==> config.mk <==
export PLATFORM = sky130hd
export DESIGN_NAME = div_ctrl
export DESIGN_NICKNAME = d
export VERILOG_FILES = /design/src/rtl/div_pkg.sv /design/src/rtl/div_duty_calc.sv /design/src/rtl/div_ctrl.sv
export SDC_FILE = /design/constraint.sdc
export NUM_CORES = 1
export LEC_CHECK = 0
export CORE_MARGIN = 2
export CORE_UTILIZATION = 55
export DETAILED_ROUTE_END_ITERATION = 6
export PLACE_DENSITY = 0.82
export SLEW_MARGIN = 10
export SYNTH_ARGS = -nofsm -noshare
export SYNTH_HDL_FRONTEND = slang
export SYNTH_SLANG_ARGS = --single-unit
export TNS_END_PERCENT = 1
==> constraint.sdc <==
create_clock -name clk -period 5.1 [get_ports clk]
set_clock_uncertainty 0.2 [all_clocks]
set_input_delay 0.765 -clock clk [delete_from_list [all_inputs] [get_ports clk]]
set_output_delay 0.765 -clock clk [all_outputs]
set_load 0.03 [all_outputs]
==> src/rtl/div_pkg.sv <==
// Shared types and constants for the clock-divider controller.
package div_pkg;

  typedef enum logic [1:0] {
    ST_IDLE   = 2'd0,
    ST_RUN    = 2'd1,
    ST_SWITCH = 2'd2
  } state_t;

  typedef enum logic [1:0] {
    DUTY_HALF = 2'd0,
    DUTY_LOW  = 2'd1,
    DUTY_HIGH = 2'd2,
    DUTY_RSVD = 2'd3
  } duty_t;

  localparam int unsigned N_MIN = 2;

endpackage

==> src/rtl/div_duty_calc.sv <==
// High-phase length and half-cycle extend flag for a divide ratio and duty mode.
module div_duty_calc
  import div_pkg::*;
#(
  parameter int unsigned CNT_W = 4
) (
  input  logic [CNT_W-1:0] n,
  input  duty_t            mode,
  output logic [CNT_W-1:0] h_c,
  output logic             ext_c
);

  logic [CNT_W-1:0] third;
  logic [CNT_W-1:0] third_min;

  always_comb begin
    third     = n / CNT_W'(3);
    // Keep at least one high cycle for small ratios in the 1/3 and 2/3 modes.
    third_min = (third == '0) ? CNT_W'(1) : third;
    h_c       = n >> 1;
    ext_c     = n[0];
    case (mode)
      DUTY_LOW: begin
        h_c   = third_min;
        ext_c = 1'b0;
      end
      DUTY_HIGH: begin
        h_c   = n - third_min;
        ext_c = 1'b0;
      end
      default: ;
    endcase
  end

endmodule

==> src/rtl/div_ctrl.sv <==
// Divider controller: config handshake, period counter and glitch-free ratio/duty switching.
module div_ctrl
  import div_pkg::*;
#(
  parameter int unsigned CNT_W = 4
) (
  input  logic             clk,
  input  logic             rst,
  input  logic             cfg_valid,
  output logic             cfg_ready,
  input  logic [CNT_W-1:0] cfg_div,
  input  logic [1:0]       cfg_duty,
  input  logic             cfg_en,
  output logic             cfg_err,
  output logic             phase_p,
  output logic             ext_en,
  output logic             period_end,
  output logic             running
);

  state_t           state, state_d;
  logic [CNT_W-1:0] cnt, cnt_d;
  logic [CNT_W-1:0] n_q, n_d;
  duty_t            mode_q, mode_d;
  logic [CNT_W-1:0] pend_n, pend_n_d;
  duty_t            pend_mode, pend_mode_d;
  logic             pend_en, pend_en_d;

  logic phase_p_d, ext_en_d, period_end_d, running_d, cfg_err_d, cfg_ready_d;

  logic [CNT_W-1:0] h_c;
  logic             ext_c;
  logic             accept_c, bad_c, take_c, wrap_c;

  div_duty_calc #(.CNT_W(CNT_W)) u_duty (
    .n     (n_q),
    .mode  (mode_q),
    .h_c   (h_c),
    .ext_c (ext_c)
  );

  assign accept_c = cfg_valid && cfg_ready;
  assign bad_c    = (32'(cfg_div) < N_MIN) || (duty_t'(cfg_duty) == DUTY_RSVD);
  assign take_c   = accept_c && !bad_c;
  assign wrap_c   = (cnt == n_q - CNT_W'(1));

  // Next-state and next-output logic; outputs trail cnt by one cycle.
  always_comb begin
    state_d      = state;
    cnt_d        = cnt;
    n_d          = n_q;
    mode_d       = mode_q;
    pend_n_d     = pend_n;
    pend_mode_d  = pend_mode;
    pend_en_d    = pend_en;
    phase_p_d    = 1'b0;
    ext_en_d     = 1'b0;
    period_end_d = 1'b0;
    running_d    = (state != ST_IDLE);
    cfg_err_d    = accept_c && bad_c;

    if (state != ST_IDLE) begin
      phase_p_d    = (cnt < h_c);
      ext_en_d     = ext_c;
      period_end_d = wrap_c;
      cnt_d        = wrap_c ? '0 : cnt + CNT_W'(1);
    end

    case (state)
      ST_IDLE: begin
        if (take_c && cfg_en) begin
          n_d     = cfg_div;
          mode_d  = duty_t'(cfg_duty);
          cnt_d   = '0;
          state_d = ST_RUN;
        end
      end
      ST_RUN: begin
        if (take_c) begin
          pend_n_d    = cfg_div;
          pend_mode_d = duty_t'(cfg_duty);
          pend_en_d   = cfg_en;
          state_d     = ST_SWITCH;
        end
      end
      ST_SWITCH: begin
        // The old configuration owns the current period until it wraps.
        if (wrap_c) begin
          n_d    = pend_n;
          mode_d = pend_mode;
          if (pend_en) begin
            state_d = ST_RUN;
          end else begin
            state_d   = ST_IDLE;
            phase_p_d = 1'b0;
            ext_en_d  = 1'b0;
          end
        end
      end
      default: state_d = ST_IDLE;
    endcase

    cfg_ready_d = (state_d != ST_SWITCH);
  end

  always_ff @(posedge clk) begin
    if (rst) begin
      state      <= ST_IDLE;
      cnt        <= '0;
      n_q        <= CNT_W'(N_MIN);
      mode_q     <= DUTY_HALF;
      pend_n     <= CNT_W'(N_MIN);
      pend_mode  <= DUTY_HALF;
      pend_en    <= 1'b0;
      phase_p    <= 1'b0;
      ext_en     <= 1'b0;
      period_end <= 1'b0;
      running    <= 1'b0;
      cfg_err    <= 1'b0;
      cfg_ready  <= 1'b1;
    end else begin
      state      <= state_d;
      cnt        <= cnt_d;
      n_q        <= n_d;
      mode_q     <= mode_d;
      pend_n     <= pend_n_d;
      pend_mode  <= pend_mode_d;
      pend_en    <= pend_en_d;
      phase_p    <= phase_p_d;
      ext_en     <= ext_en_d;
      period_end <= period_end_d;
      running    <= running_d;
      cfg_err    <= cfg_err_d;
      cfg_ready  <= cfg_ready_d;
    end
  end

endmodule
==> impl_metrics.py <==
metrics = {
    "worst_setup_path": {
        "rr_startpoint": "n_q[2]",
        "path_class": "flop to flop",
        "crit_slowest_cell": "or4b_2",
        "crit_start_category": "flop",
        "worst_path_dominant_cell_family": "simple AND/OR/NAND/NOR gates",
        "timing.critical_path.mode_cell": "ha_1",
        "cp_slowest_stage_delay_ps": 630,
        "critPathBufInv": 2,
        "arrival_time_worst_endpoint_ps": 4260,
        "crit_path_max_fo": 9,
        "critical_path.cell_chain": "nor2b_1 > ha_1 > inv_1 > ha_1 > and3_1 > o32ai_1 > ha_1 > inv_1 > a21oi_1 > xnor2_1 > or4b_2 > ha_1 > nand3_1 > a2111oi_0 > nor4_1",
        "worstPathRequired_ps": 5090,
        "crit_start": "n_q[2]",
        "crit_path_capture_type": "flop",
        "ff2ff_setup_slack_ps": 830,
    },
    "timing": {
        "minimum_period_implied_by_the_final_worst_setup_slack_ps": 4270,
        "finalSetupViolCount": 0,
        "unrepaired_setup_endpoints_after_global_routing": "no",
        "hold_ws_ps": 290,
        "max_freq_mhz": 234,
        "setup_slack_ps": 831,
        "tightestPinTransition_ps": 837,
        "period_share_pct": 83.7,
        "relSlewSlack_pct": 44.0,
        "report.final.slew_viol_count": 0,
        "final-hold-violation-count": 0,
        "setup_total_negative_slack_ps": 0,
    },
    "yosys": {
        "dominantRegCellSynth": "dfxtp_1",
        "synth_sequential_area_ratio_pct": 32.9,
        "share_of_synthesized_registers_carrying_an_async_set_or_reset_pct": 0,
        "synth.ff_latch_count": 25,
        "syn_nets": 201,
        "synthesis.area_per_instance_sq_um": 8.53,
        "synth_area_sq_um": 1520,
        "synth_enable_flop_cells": 0,
        "yosys_warnings": 0,
        "synth_cell_types": 42,
        "syn-instance-count": 178,
    },
    "place": {
        "dpl_cell_area_sq_um": 1650,
        "gp_congestion": 0.935,
        "placed_cells": 214,
        "io_buffer_count": 15,
        "hpwlAfterDp_um": 2280,
        "dp_worst_setup_slack_ps": 1020,
    },
    "power": {
        "post-layout-total-power_mw": 0.405,
        "power_per_cell_area_nw_per_um2": 242,
        "vdd.ir_drop.worst_uv": 189,
        "leakagePower_nw": 0.707,
    },
    "worst_hold_path": {
        "holdCritStartpoint": "pend_n[0]",
        "hold_path.class": "flop to flop",
    },
    "clock_network": {
        "clock_insertion_delay_worst_skew_ps": 310,
        "cts_tree": "yes",
        "clock-sinks": 25,
        "h-tree-depth": 1,
        "cts.reportedPaths.clkPinSlew_ps": 130,
        "cts_root_buffer": "clkbuf_4",
        "setup_bufs_post_cts": 0,
        "cts_buffer_depth": 2,
        "cts-buffers-inserted": 3,
        "cts_stage_hold_buffer_count": 0,
        "cts.repair.resized": 0,
    },
    "route": {
        "drt_first_pass_iters": 4,
        "detail_route.wl_per_cell_um": 14.0,
        "totalWireLength_um": 3040,
        "vias": 1297,
        "vias_per_cell": 5.95,
        "drt_drc_violations_left": 0,
        "detail-route-antenna-nets": 0,
        "drt_first_iter_violations": 43,
    },
    "final_layout": {
        "final_net_count": 211,
        "postLayoutCoreUtil_pct": 62.4,
        "finish.cell_count_without_fillers": 218,
        "layout_cell_share_with_drive_strength_beyond_1_pct": 4.81,
        "final_cell_mix": "25 x dfxtp_1, 24 x nand2_1, 17 x nor2_1",
        "areaGrowthSynthToFinish_pct": 10.3,
        "insertedDiodeCount": 0,
        "final_cell_area_sq_um": 1680,
        "layout_commonest_cell": "dfxtp_1",
    },
    "grt": {
        "global_route_wire_length_before_repair_um": 5130,
        "groute.usage.overall_pct": 19.8,
        "antenna_violations_before_repair": 0,
        "grt_pass1_vias": 1234,
        "gr-total-overflow": 0,
        "grt_start_max_net_pins": 23,
    },
    "run_status": {
        "status": "complete, no violations",
    },
    "floorplanning": {
        "floorplan.die.width_um": 56.6,
        "floorplan.initialDensity_pct": 56.5,
        "ioPinCount": 16,
        "fp.dieArea_sq_um": 3200,
        "fp-row-count": 19,
        "vertical_die_dimension_um": 56.6,
        "core-area_sq_um": 2690,
    },
    "run": {
        "maxCapViolCount": 0,
    },
}
[cells in the mapped netlist (2+ instances only)]
cell type / number / area [sq um]
dfxtp_1: 25 / 500
nand2_1: 24 / 90.1
nor2_1: 17 / 63.8
ha_1: 12 / 150
a21oi_1: 11 / 55.1
inv_1: 10 / 37.5
mux2i_1: 8 / 80.1
nor3_1: 7 / 35.0
nor2b_1: 6 / 37.5
nand3b_1: 5 / 37.5
clkbuf_1: 4 / 15.0
nand3_1: 4 / 20.0
xnor2_1: 4 / 35.0
a311oi_2: 3 / 45.0
o21ai_0: 3 / 15.0
a211oi_1: 2 / 15.0
a311oi_1: 2 / 17.5
and2_1: 2 / 12.5
buf_2: 2 / 10.0
buf_6: 2 / 22.5
nand2b_1: 2 / 12.5
o221ai_1: 2 / 17.5
o22ai_1: 2 / 12.5
[tightest hold or removal path, delay by kind of cell, from the launching register on]
kind | cells | cell delay, ps
flops | 1 | 340
simple gates | 1 | 50
compound gates | 1 | 70
[flip-flops by register name (all words and copies together), names as in the netlist]
name	count
cfg_err	1
phase_p	1
running	1
cfg_ready	1
state	2
n_q	4
pend_en	1
pend_n	4
cnt	4
ext_en	1
period_end	1
pend_mode	2
mode_q	2
[report_power, final]
part | internal [mW] | switching, mW
Sequential | 0.204 | 0.0113
Combinational | 0.0470 | 0.0569
Clock | 0.0305 | 0.0556
[final cells by class]
type                            count  area [sq um]
Multi-Input combinational cell    133           922
Timing Repair Buffer               15           150
Tap cell                           31          38.8
Inverter                           10          37.5
Fill cell                         238          1010
Clock buffer                        4          26.3
Sequential cell                    25           500
[metal layers]
layer  wire, um  vias to the layer above  part of all wire [%]  track usage [%]
met3        133                        4                   4.4             3.46
li1           -                      646                     -                -
met1       1400                      605                    46             25.1
met4         38                        0                   1.2             8.16
met5          0                        -                     0                0
met2       1480                       42                    48             32.9
[kinds of logic after synthesis]
| kind of cell | synth area share (%) |
|---|---|
| compound gates | 16.8 |
| simple gates | 23.0 |
| mux | 5.27 |
| fa+ha+maj | 11.2 |
| flops | 32.9 |
| buf+inv | 6.34 |
| xor+xnor | 4.45 |
[final timing paths]
check,endpoint,depth (start not counted)
worst max register to register,phase_p,15
worst min-delay path,n_q[0],2
worst max-delay path,phase_p,15
worst min register to register,n_q[0],2
Note: power is estimated with default switching activity, not from simulation.
